==> src/rtl/lamp_speed_ctrl.sv <==
// -----------------------------------------------------------------------------
// lamp_speed_ctrl
//
// Front-panel speed controller for the colour-lamp chaser. Two raw pushbuttons
// (faster / slower) are synchronised and debounced. Each accepted press moves
// a saturating 4-bit speed level one step. The new level is presented on
// data_in together with a one-cycle load strobe. Both outputs feed the reload
// value and load input of the chaser's frequency-divider counter directly.
//
// Parameters:
//   DB_CYC  - stable synchronised cycles needed to accept a press or a release
//             (1..65535)
//   REP_CYC - hold cycles between auto-repeat steps (1..65535). Used only when
//             the auto-repeat build option is enabled.
//   MAX_LVL - upper saturation limit of the level (0..15)
//
// Ports:
//   clk     - in  1 : single clock, rising edge
//   reset   - in  1 : asynchronous, active-high; clears all state
//   key_up  - in  1 : raw "faster" button, active-high, may bounce
//   key_dn  - in  1 : raw "slower" button, active-high, may bounce
//   load    - out 1 : registered one-cycle strobe; data_in holds a new level
//   data_in - out 4 : registered speed level (divider reload value)
//   sat     - out 1 : registered; high while data_in == MAX_LVL or data_in == 0
//
// Build option:
//   LAMP_SPEED_AUTO_REPEAT_EN - when defined, holding a key after its first
//   step produces a further step every REP_CYC+1 cycles. When undefined, the
//   repeat counter is absent and HOLD exits only through an accepted release.
// -----------------------------------------------------------------------------
module lamp_speed_ctrl #(
  parameter int DB_CYC  = 16,
  parameter int REP_CYC = 64,
  parameter int MAX_LVL = 15
) (
  input  logic       clk,
  input  logic       reset,
  input  logic       key_up,
  input  logic       key_dn,
  output logic       load,
  output logic [3:0] data_in,
  output logic       sat
);

  // Elaboration-time guards on the parameter ranges.
  if (DB_CYC < 1 || DB_CYC > 65535) begin : g_bad_db_cyc
    $error("lamp_speed_ctrl: DB_CYC must be in 1..65535");
  end
  if (REP_CYC < 1 || REP_CYC > 65535) begin : g_bad_rep_cyc
    $error("lamp_speed_ctrl: REP_CYC must be in 1..65535");
  end
  if (MAX_LVL < 0 || MAX_LVL > 15) begin : g_bad_max_lvl
    $error("lamp_speed_ctrl: MAX_LVL must be in 0..15");
  end

  localparam logic [15:0] DB_LAST = 16'(DB_CYC - 1);
  localparam logic [3:0]  MAX_L   = 4'(MAX_LVL);

  typedef enum logic [1:0] {
    IDLE,
    DEB,
    STEP,
    HOLD
  } state_t;

  state_t      state;
  logic        ku_meta;
  logic        ku;
  logic        kd_meta;
  logic        kd;
  logic        dir;        // 1 = up (faster), 0 = down (slower)
  logic [15:0] cnt;        // press debounce counter in DEB, release counter in HOLD

`ifdef LAMP_SPEED_AUTO_REPEAT_EN
  localparam logic [15:0] REP_LAST = 16'(REP_CYC - 1);
  logic [15:0] rep_cnt;
`endif

  logic       press_up;
  logic       press_dn;
  logic       press_dir;
  logic       released;
  logic [3:0] lvl_next;

  // Two-flop synchronisers; the raw keys are asynchronous to clk.
  always_ff @(posedge clk or posedge reset) begin
    if (reset) begin
      ku_meta <= 1'b0;
      ku      <= 1'b0;
      kd_meta <= 1'b0;
      kd      <= 1'b0;
    end else begin
      ku_meta <= key_up;
      ku      <= ku_meta;
      kd_meta <= key_dn;
      kd      <= kd_meta;
    end
  end

  // Key conditions. Both keys high is never a press, so a simultaneous press
  // aborts a debounce and also keeps HOLD from seeing a release.
  always_comb begin
    press_up  = ku & ~kd;
    press_dn  = kd & ~ku;
    press_dir = dir ? press_up : press_dn;
    released  = ~ku & ~kd;
  end

  // Saturating next level; no wrap between 0 and 15 in either direction.
  always_comb begin
    lvl_next = data_in;
    if (dir) begin
      if (data_in < MAX_L) begin
        lvl_next = data_in + 4'd1;
      end
    end else begin
      if (data_in != 4'd0) begin
        lvl_next = data_in - 4'd1;
      end
    end
  end

  // Control FSM with registered outputs. load defaults low every cycle and is
  // raised only on the STEP exit edge when the level actually moved.
  always_ff @(posedge clk or posedge reset) begin
    if (reset) begin
      state   <= IDLE;
      dir     <= 1'b0;
      cnt     <= '0;
`ifdef LAMP_SPEED_AUTO_REPEAT_EN
      rep_cnt <= '0;
`endif
      load    <= 1'b0;
      data_in <= 4'd0;
      sat     <= 1'b1;
    end else begin
      load <= 1'b0;
      case (state)
        IDLE: begin
          if (press_up || press_dn) begin
            dir   <= press_up;
            cnt   <= '0;
            state <= DEB;
          end
        end

        DEB: begin
          if (press_dir) begin
            if (cnt == DB_LAST) begin
              state <= STEP;
            end else begin
              cnt <= cnt + 16'd1;
            end
          end else begin
            state <= IDLE;
          end
        end

        STEP: begin
          data_in <= lvl_next;
          sat     <= (lvl_next == MAX_L) || (lvl_next == 4'd0);
          load    <= (lvl_next != data_in);
          cnt     <= '0;
`ifdef LAMP_SPEED_AUTO_REPEAT_EN
          rep_cnt <= '0;
`endif
          state   <= HOLD;
        end

        HOLD: begin
          // Release needs DB_CYC consecutive cycles with both keys low.
          if (released) begin
            if (cnt == DB_LAST) begin
              cnt   <= '0;
              state <= IDLE;
            end else begin
              cnt <= cnt + 16'd1;
            end
          end else begin
            cnt <= '0;
          end
`ifdef LAMP_SPEED_AUTO_REPEAT_EN
          // Released and pressed-in-dir are mutually exclusive, so at most
          // one of the two exits can fire in a given cycle.
          if (press_dir) begin
            if (rep_cnt == REP_LAST) begin
              rep_cnt <= '0;
              state   <= STEP;
            end else begin
              rep_cnt <= rep_cnt + 16'd1;
            end
          end else begin
            rep_cnt <= '0;
          end
`endif
        end

        default: begin
          state <= IDLE;
        end
      endcase
    end
  end

endmodule
==> config.mk <==
export PLATFORM = sky130hd
export DESIGN_NAME = lamp_speed_ctrl
export DESIGN_NICKNAME = d
export VERILOG_FILES = /design/src/rtl/lamp_speed_ctrl.sv
export SDC_FILE = /design/constraint.sdc
export NUM_CORES = 1
export LEC_CHECK = 0
export ABC_AREA = 1
export CORE_MARGIN = 3
export CORE_UTILIZATION = 65
export DETAILED_ROUTE_END_ITERATION = 16
export HOLD_SLACK_MARGIN = 0.08
export PLACE_DENSITY = 0.85
export SYNTH_ARGS = -nofsm -noshare
export SYNTH_HDL_FRONTEND = slang
export SYNTH_SLANG_ARGS = --single-unit
==> constraint.sdc <==
create_clock -name clk -period 3.8 [get_ports clk]
set_input_delay 0.76 -clock clk [delete_from_list [all_inputs] [get_ports clk]]
set_output_delay 0.76 -clock clk [all_outputs]
set_load 0.05 [all_outputs]
==> reports/qor.csv <==
stage;metric;value;unit
outcome;outcome;completed;
layout;Reg with most FFs;cnt;
floorplan;CORE AREA;3080;um2
logic_synthesis;Post-synth EDFFs;0;
sta;RSZ-0062 raised after global routing;no;
cts;clock sinks;29;
floorplan;Die W;63.3;um
layout;nets@finish;341;
cts;Root Buffer;clkbuf_4;
logic_synthesis;Main synth FF type;dfrtp_1;
cts;CTS HTree Levels;2;
floorplan;die area;4000;um2
setup_path;CP max-delay cell;clkdlybuf4s50_1;
worst_hold_path;hold_sp;ku_meta;
sta;final hold violation count;0;
routing;WL/cell;12.1;um
layout;Layout area overhead;8.63;%
place;number of buffers added on ports;9;
pwr;pwr dens;418;nW/um2
logic_synthesis;Netlist Area Pre-Place;2130;um2
logic_synthesis;Yosys warnings;0;
cts;PostCTS Resize Cnt;0;
cts;clock-pin slew of the registers on the worst-case setup and hold paths;0.10;ns
logic_synthesis;sequential share of the synthesized area;34.1;%
routing;via count;2034;
logic_synthesis;synth top area cells;dfrtp_1 (33%), nand2_1 (20%), nand3_1 (7.5%);
sta;period utilization;65.6;%
global_route;gr usage total;25.1;%
worst_hold_path;hold path endpoint;ku;
global_route;pin count of the biggest net entering global routing;30;
layout;biggest regs;cnt x16, data_in x4;
worst_hold_path;Hold Crit Class;reg2reg;
sta;Rel. slew slack;28.3;%
cts;clock buffer depth;2;
cts;CTS tree;built;
setup_path;R2R cell count;7;
routing;final wirelength;4530;um
sta;Slew @ Worst Pin;1.07;ns
logic_synthesis;dominant cell type by area after synthesis;dfrtp_1;
sta;fmax;401;MHz
global_route;vias in the first global route;1858;
logic_synthesis;Post-Synthesis Cells;322;
place;HPWL Detailed;3280;um
logic_synthesis;post-synthesis cell type count;30;
logic_synthesis;#FFs+latches synth;29;
setup_path;Worst Setup End Kind;output port;
logic_synthesis;ys async rst share;100;%
floorplan;row count;20;
routing;1st-pass router iterations;4;
sta;WHS;0.362;ns
routing;Via density;5.41;
sta;Worst Skew;0.00868;ns
floorplan;die height;63.3;um
floorplan;Starting Density;69.2;%
cts;Post-CTS Hold Fix Bufs;0;
routing;DR DRC count;0;
cts;clk_lat worst skew;0.32;ns
run;maxcap violations;0;
global_route;initial antenna violation count;0;
setup_path;reg2reg start;state[0];
sta;Final Setup Violations;0;
layout;max reg flops;16;
pwr;Max VDD drop;0.382;mV
pwr;Pleak;1.20;nW
setup_path;critical path required time;3.04;ns
logic_synthesis;synthesized area per cell;6.62;um2
setup_path;RR Endpoint;cnt[13];
setup_path;Top Family by Delay on Critical Path;buffers and inverters;
routing;post-route ant nets;0;
setup_path;maximum fanout along the worst path;12;
global_route;first-pass GRT wire length;8000;um
sta;Max Transition Viols Final;0;
setup_path;Buf/Inv on CP;1;
layout;n_diodes;0;
logic_synthesis;Post-Synthesis Net Count;332;
cts;postcts setup bufs;0;
setup_path;worst stage delay on the critical path;0.87;ns
setup_path;Critical Path, Cell by Cell;clkdlybuf4s50_1;
logic_synthesis;share of the synthesized area in the top cell type;32.9;%
setup_path;Critical Path AT;1.73;ns
routing;1st-iter DRT viols;235;
floorplan;# IOs;10;
worst_hold_path;hold-critical path depth;0;
sta;Final min period;2.49;ns
place;gpl congestion;0.949;
setup_path;Crit Path Class;reg2out;
cts;Num CTS Buffers;5;
setup_path;R2R Setup Slk;1.88;ns
sta;setup_tns;0;ns
global_route;gr ovfl total;0;
layout;layout cells sized above 1;8.43;%
setup_path;Setup crit start kind;flip-flop;
## layer usage
layer	vias up	routed length, um	track usage, %
li1	1053	-	-
met4	0	96	10.2
met3	10	312	4.28
met1	897	2120	34.8
met2	74	2000	38.9
met5	-	0	0
## cells by family after synthesis
logic type / after synthesis / synth area share [%]
flops: 29 / 34.1
simple gates: 206 / 42.5
xor+xnor: 2 / 0.822
compound gates: 28 / 8.34
buf+inv: 51 / 10.7
fa+ha+maj: 6 / 3.52
## Yosys cell counts, types with 2 or more instances
library cell and count:
clkbuf_1 2, nor3_1 3, nor2_1 26, ha_1 6, dfrtp_1 28, nand3_1 32
o2111ai_1 5, nand4_1 16, xor2_1 2, nor2_2 5, o21ai_2 4, o21ai_1 4
nand2_2 5, inv_1 42, a21oi_1 3, nand2_1 115, o21ai_0 10, buf_2 2
## power breakdown
part	internal, mW	switching (mW)	total [mW]	leakage (nW)
Combinational	0.0756	0.198	0.274	0.757
Clock	0.204	0.109	0.312	0.0552
Sequential	0.334	0.0461	0.380	0.386
## area by class of cell
class	count	area [um2]
multi-input combinational	242	1170
fill	255	763
sequential	29	727
inverter	44	165
timing repair buffer	9	90.1
clock inverter	3	65.1
tap	44	55.1
clock buffer	5	37.5
## worst max path at each step
stage	start	end	slack [ns]	cells past startpoint
finish	data_in[2]	data_in[2]	1.31	1
global route	data_in[2]	data_in[2]	1.23	1
CTS	data_in[2]	data_in[2]	1.30	1
detailed placement	data_in[2]	data_in[2]	1.67	1
global placement	data_in[2]	data_in[2]	1.69	1
floorplan	data_in[0]	sat	2.02	12
## stage by stage
stage	cell area, um2	power [mW]	utilization (%)	setup slack (ns)	cells
2_1_floorplan	2130	0.636	-	2.02	322
3_3_place_gp	2210	0.647	71.9	1.69	368
3_5_place_dp	2210	0.655	71.9	1.67	368
4_1_cts	2310	0.969	75.2	1.30	376
5_1_grt	2310	1.03	75.2	1.23	376
6_report	2310	0.967	75.2	1.31	376
## cell usage in the layout (no fill, tap or decap), types with 2 or more instances in the layout
cell type and n:
nor2_2 5, nand4_1 16, clkdlybuf4s50_1 9, dfrtp_1 28, o21ai_2 4, o2111ai_1 5
clkbuf_4 5, o21ai_1 4, nand3_1 32, xor2_1 2, bufinv_16 2, nor3_1 3
nor2_1 26, ha_1 6, inv_1 42, o21ai_0 10, nand2_1 115, nand2_2 5
a21oi_1 3
No activity file was read; power rests on OpenSTA's default activity.
==> RTL edit 1, RTL diff (same flow settings) <==
Reset style: synchronous (`reset`), changed in 2 clocked blocks. Comments in the files are not updated.
--- a/src/rtl/lamp_speed_ctrl.sv
+++ b/src/rtl/lamp_speed_ctrl.sv
@@ -83,7 +83,7 @@
   logic [3:0] lvl_next;
 
   // Two-flop synchronisers; the raw keys are asynchronous to clk.
-  always_ff @(posedge clk or posedge reset) begin
+  always_ff @(posedge clk) begin
     if (reset) begin
       ku_meta <= 1'b0;
       ku      <= 1'b0;
@@ -122,7 +122,7 @@
 
   // Control FSM with registered outputs. load defaults low every cycle and is
   // raised only on the STEP exit edge when the level actually moved.
-  always_ff @(posedge clk or posedge reset) begin
+  always_ff @(posedge clk) begin
     if (reset) begin
       state   <= IDLE;
       dir     <= 1'b0;
Behaviour: same outputs for any inputs over 10 cycles, from zero or initial values and one cycle with reset high; that may be too few to reach the edited logic, so the function may still have changed.
==> RTL edit 1 against the unedited design <==
Area after synthesis fell by 15%; clock skew rose by 0.012 ns; utilization rose by 1.5 points; cell area fell by 15%; synthesized cell count fell by 12%; critical path type unchanged; non-clock buffer count did not move; wire length fell by 17%; sequential share of layout area fell by 1.9 points; cell count fell by 14%; sequential cell count did not move; setup slack improved by 0.10 ns.
Power is not compared: it rests on default switching activity, and its combinational part moved more than twofold at a synthesized area within 25%.
==> RTL edit 1: results (changes against the unedited design) <==
Setup path
  • Worst Path Max Fanout: 6 (-6)
  • R2R Path Start: cnt[0]
  • CP peak stage delay: 0.84 ns (-0.03 ns)
  • Worst R2R Path Depth: 9 (+2)
  • Worst R2R End: cnt[9]
  • Reg2reg setup slack: 1.82 ns (-0.06 ns)

Timing
  • Hold Worst Slack: 0.405 ns (+0.0430 ns)
  • Setup Skew: 0.0205 ns (+0.0118 ns)
  • Worst slew pin tran: 0.602 ns (-0.472 ns)

Drt
  • DRT Wirelength: 3780 um (-17%)
  • Average vias per placed instance: 5.46 (+0.90%)
  • Initial DRC count: 144 (-39%)

Clock tree
  • Total CTS buffers: 5 (unchanged)
  • Root Buffer: clkbuf_4
  • Clock latency on the worst-skew pair: 0.34 ns (+0.02 ns)

Synthesis
  • Post-synthesis sequential area ratio: 32.0% (-2.2 points)
  • Commonest cells in the netlist: 63 x nand2_1, 47 x nor2_1, 38 x inv_1, 29 x dfxtp_1, 21 x nand3_1
  • Net Count, Synth: 294 (-11%)
  • Main area contributors after synthesis: dfxtp_1 32%, nand2_1 13%, nor2_1 9.7%, inv_1 7.9%, nand3_1 5.8%
  • Avg Inst Size Synth: 6.40 um^2 (-3.3%)

Worst hold path
  • Hold Path Depth: 2 (+2)
  • Hold path startpoint: ku_meta
  • WHS Endpoint: ku

Placed design
  • Routability cong.: 0.865 (-8.9%)
  • Dpl cells: 317 (-14%)

Run status
  • Status: finished clean

Global route
  • Tot GR Track Use: 25.7% (+0.67 points)
  • Vias in the first global route: 1573 (-15%)
  • First-pass GRT wire length: 6800 um (-15%)

Final layout
  • Final non-filler cell total: 325 (-14%)
  • Net count, final: 304 (-11%)
  • Layout cells sized above 1: 8.14% (-0.30 points)
  • Fill cells: 204 (-20%)
## RTL edit 1: changes by cell type in the layout (fill, tap and decap cells not counted), sizes merged, moves of 3 or more
cell and change:
xor2 +4, nor2 +20, o21bai +3, nand3 -9, nand2 -55, nand4 -12, a21oi +17, dfxtp +29
o2111ai -5, dfrtp -28
## RTL edit 1: per-stage QoR
| step | utilization (%) | setup slack, ns | instance area [um^2] |
|---|---|---|---|
| 2_1_floorplan | - | 1.98 | 1820 |
| 3_3_place_gp | 74.0 | 1.42 | 1900 |
| 3_5_place_dp | 74.0 | 1.38 | 1900 |
| 4_1_cts | 76.7 | 1.40 | 1970 |
| 5_1_grt | 76.7 | 1.35 | 1970 |
| 6_report | 76.7 | 1.41 | 1970 |
## RTL edit 1: power by group through the flow
| stage | logic, W | clock network [W] | registers [W] |
|---|---|---|---|
| global placement | 0.0000860 | 0 | 0.000325 |
| global route | 0.000102 | 0.000234 | 0.000319 |
| detailed placement | 0.0000871 | 0 | 0.000325 |
| finish | 0.0000893 | 0.000217 | 0.000318 |
| floorplan | 0.0000775 | 0 | 0.000322 |
| CTS | 0.0000875 | 0.000223 | 0.000318 |
## RTL edit 1: area by class of cell
cell class / instances / area (um^2) / share of cell area (%)
clock buffer: 7 / 65.1 / 3.30
timing repair buffer: 9 / 90.1 / 4.57
sequential: 29 / 581 / 29.5
tap: 30 / 37.5 / 1.91
multi-input combinational: 208 / 1040 / 52.7
inverter: 41 / 154 / 7.81
clock inverter: 1 / 5.00 / 0.254
## RTL edit 1: kinds of logic after synthesis
kind of cell	after synthesis	synth area share (%)
xor+xnor	6	2.89
fa+ha+maj	6	4.13
compound gates	43	13.4
buf+inv	47	11.0
simple gates	153	36.7
flops	29	32.0
## RTL edit 1: per-layer routing
layer	global-route usage, %	vias to the layer above	part of all wire, %
met5	0	-	0
met4	10.7	0	1.3
met3	6.58	5	8.7
met2	37.2	72	42
met1	36.2	776	48
li1	-	921	-
## RTL edit 1: worst max-delay path by stage
stage,startpoint,endpoint,slack [ns],cells past startpoint
after global placement,reset,cnt[11],1.42,4
after global routing,data_in[2],data_in[2],1.35,1
after floorplan,data_in[0],sat,1.98,10
after CTS,data_in[1],data_in[1],1.40,1
after detailed placement,reset,cnt[3],1.38,4
final,data_in[2],data_in[2],1.41,1
==> RTL edit 2, RTL diff (same settings) <==
Without the edit above. Change the parameter `MAX_LVL` from 15 to 7. Comments in the files are not updated.
--- a/src/rtl/lamp_speed_ctrl.sv
+++ b/src/rtl/lamp_speed_ctrl.sv
@@ -31,7 +31,7 @@
 module lamp_speed_ctrl #(
   parameter int DB_CYC  = 16,
   parameter int REP_CYC = 64,
-  parameter int MAX_LVL = 15
+  parameter int MAX_LVL = 7
 ) (
   input  logic       clk,
   input  logic       reset,
Formal check against the unedited RTL: same outputs for any inputs over 10 cycles, from zero or initial values and one cycle with reset high; that may be too few to reach the edited logic, so the function may still have changed.
==> RTL edit 2 against the unedited design <==
Fmax rose by 3.1%; register-to-register slack worse by 0.04 ns; sequential share of layout area grew 0.75 points; synthesized cell count up 0.62%; clock skew grew 0.0015 ns; cell area decreased by 2.3%; hold slack lost 0.0023 ns; sequential cell count is the same; via count up 1.5%; wire length increased by 2.8%; setup slack improved by 0.075 ns; area after synthesis decreased by 1.2%.
Power is not compared: it rests on default switching activity, and its combinational part moved more than twofold at a synthesized area within 25%.
==> RTL edit 2: results (changes against the unedited design) <==
Run status
  • Status: finished clean

Final layout
  • Fill cells: 263 (+3.1%)
  • Final Cell Area: 2260 um^2 (-2.3%)
  • Net count, final: 345 (+1.2%)
  • Largest regs: cnt: 16 flops, data_in: 4 flops
  • # diodes: 0 (unchanged)
  • Layout cells sized above 1: 5.65% (-2.8 points)

Synthesis
  • Commonest cells in the netlist: 127 x nand2_1, 46 x inv_1, 30 x nand3_1, 28 x dfrtp_1, 25 x nor2_1
  • Cell variety after synth: 32 (+6.7%)
  • Post-synthesis sequential area ratio: 34.5% (+0.43 points)
  • Main area contributors after synthesis: dfrtp_1 33%, nand2_1 23%, inv_1 8.2%, nand3_1 7.1%, nor2_1 4.5%
  • Net Count, Synth: 334 (+0.60%)
  • Post-synth ARST share: 100% (unchanged)
  • Synth Flop Type: dfrtp_1
  • YS warnings: 0 (unchanged)
  • Avg Inst Size Synth: 6.50 um^2 (-1.8%)

Drt
  • Initial DRC count: 213 (-9.4%)
  • First-pass DRT Iterations: 5 (+1)
  • DRT Wirelength: 4660 um (+2.8%)
  • Total number of vias: 2064 (+1.5%)

Global route
  • First-pass GRT wire length: 8270 um (+3.4%)
  • Tot GR Track Use: 26.3% (+1.2 points)
  • Largest net degree at the start of global routing: 30 (unchanged)
  • Vias in the first global route: 1872 (+0.75%)
  • Initial antenna violation count: 0 (unchanged)

Setup path
  • Worst Path Max Fanout: 2 (-10)
  • CP max stage cell: clkdlybuf4s50_1
  • Crit path DAT: 1.66 ns (-0.07 ns)
  • CP peak stage delay: 0.79 ns (-0.08 ns)
  • Crit-path leading delay family: buffers and inverters

Worst hold path
  • Worst Hold Class: flip-flop to flip-flop

Clock tree
  • Clock latency on the worst-skew pair: 0.34 ns (+0.02 ns)
  • Clock transition at the registers of the reported paths: 0.09 ns
  • Root Buffer: clkbuf_4
  • Longest Clk Path Bufs: 2 (unchanged)
  • H-Tree Depth: 2 (unchanged)
  • Total CTS buffers: 5 (unchanged)
  • Setup bufs post-CTS: 0 (unchanged)
  • # resized after CTS: 0 (unchanged)

Die
  • Chip width: 62.9 um (-0.56%)

Placed design
  • Routability cong.: 0.893 (-5.9%)
  • Dpl cell area: 2210 um^2 (-0.11%)
  • Hpwl dp: 3440 um (+5.0%)
  • Port bufs: 9 (unchanged)

Timing
  • Worst slew pin tran: 1.11 ns (+0.0394 ns)
  • Setup Skew: 0.0102 ns (+0.00153 ns)

Power and ir drop
  • VDD IR max: 0.000545 V
  • Leak: 1.21 nW
-- RTL edit 2: cell types whose count changed after synthesis, sizes merged, moves of 2 or more --
| cell | before | now |
|---|---|---|
| nor3 | 4 | 2 |
| inv | 43 | 48 |
| o2111ai | 5 | 3 |
| nand4 | 16 | 10 |
| a21oi | 3 | 5 |
| a211oi | 0 | 2 |
| nand3 | 33 | 31 |
| nand3b | 0 | 2 |
| nand2 | 121 | 130 |
| nor2 | 31 | 26 |
-- RTL edit 2: final cells by class --
class                      instances  share of cell area [%]
tap                               44                    2.43
multi-input combinational        241                    51.0
timing repair buffer               9                    3.98
clock buffer                       6                    1.83
inverter                          49                    8.14
clock inverter                     2                   0.443
sequential                        29                    32.2
-- RTL edit 2: path summary, 6_finish.rpt --
path | startpoint | end | slack [ns] | depth (start not counted)
max in group asynchronous | reset | kd | 2.12 | 2
min in group asynchronous | reset | dir | 1.02 | 2
hold reg to reg | ku_meta | ku | 0.36 | 0
setup / recovery | sat | sat | 1.38 | 1
hold / removal | ku_meta | ku | 0.36 | 0
setup reg to reg | cnt[0] | cnt[15] | 1.84 | 10
-- RTL edit 2: kinds of logic after synthesis --
| logic type | count (synthesis) | synth area share (%) |
|---|---|---|
| fa+ha+maj | 6 | 3.57 |
| xor+xnor | 3 | 1.25 |
| compound gates | 30 | 9.04 |
| buf+inv | 54 | 10.6 |
| flops | 29 | 34.5 |
| simple gates | 202 | 41.0 |
-- RTL edit 2: layer usage --
metal	wire length, um	global-route usage [%]	vias to the layer above
met1	2090	34.9	942
met4	78	13.2	0
met3	293	6.12	8
li1	-	-	1048
met2	2190	39.9	66
met5	0	0	-
-- RTL edit 2: metrics by stage --
stage	setup WS, ns	total power [W]	cells
final	1.38	0.00132	380
after global routing	1.33	0.00143	380
after CTS	1.36	0.00132	380
after global placement	1.71	0.00111	372
after floorplan	2.03	0.000996	324
after detailed placement	1.67	0.00113	372
-- RTL edit 2: report_power, final --
part / total (W) / switching, W / internal [W] / leakage, nW
Combinational: 0.000683 / 0.000479 / 0.000204 / 0.801
Clock: 0.000185 / 0.000115 / 0.0000703 / 0.0320
Sequential: 0.000449 / 0.0000832 / 0.000366 / 0.377
Total: 0.00132 / 0.000677 / 0.000640 / 1.21
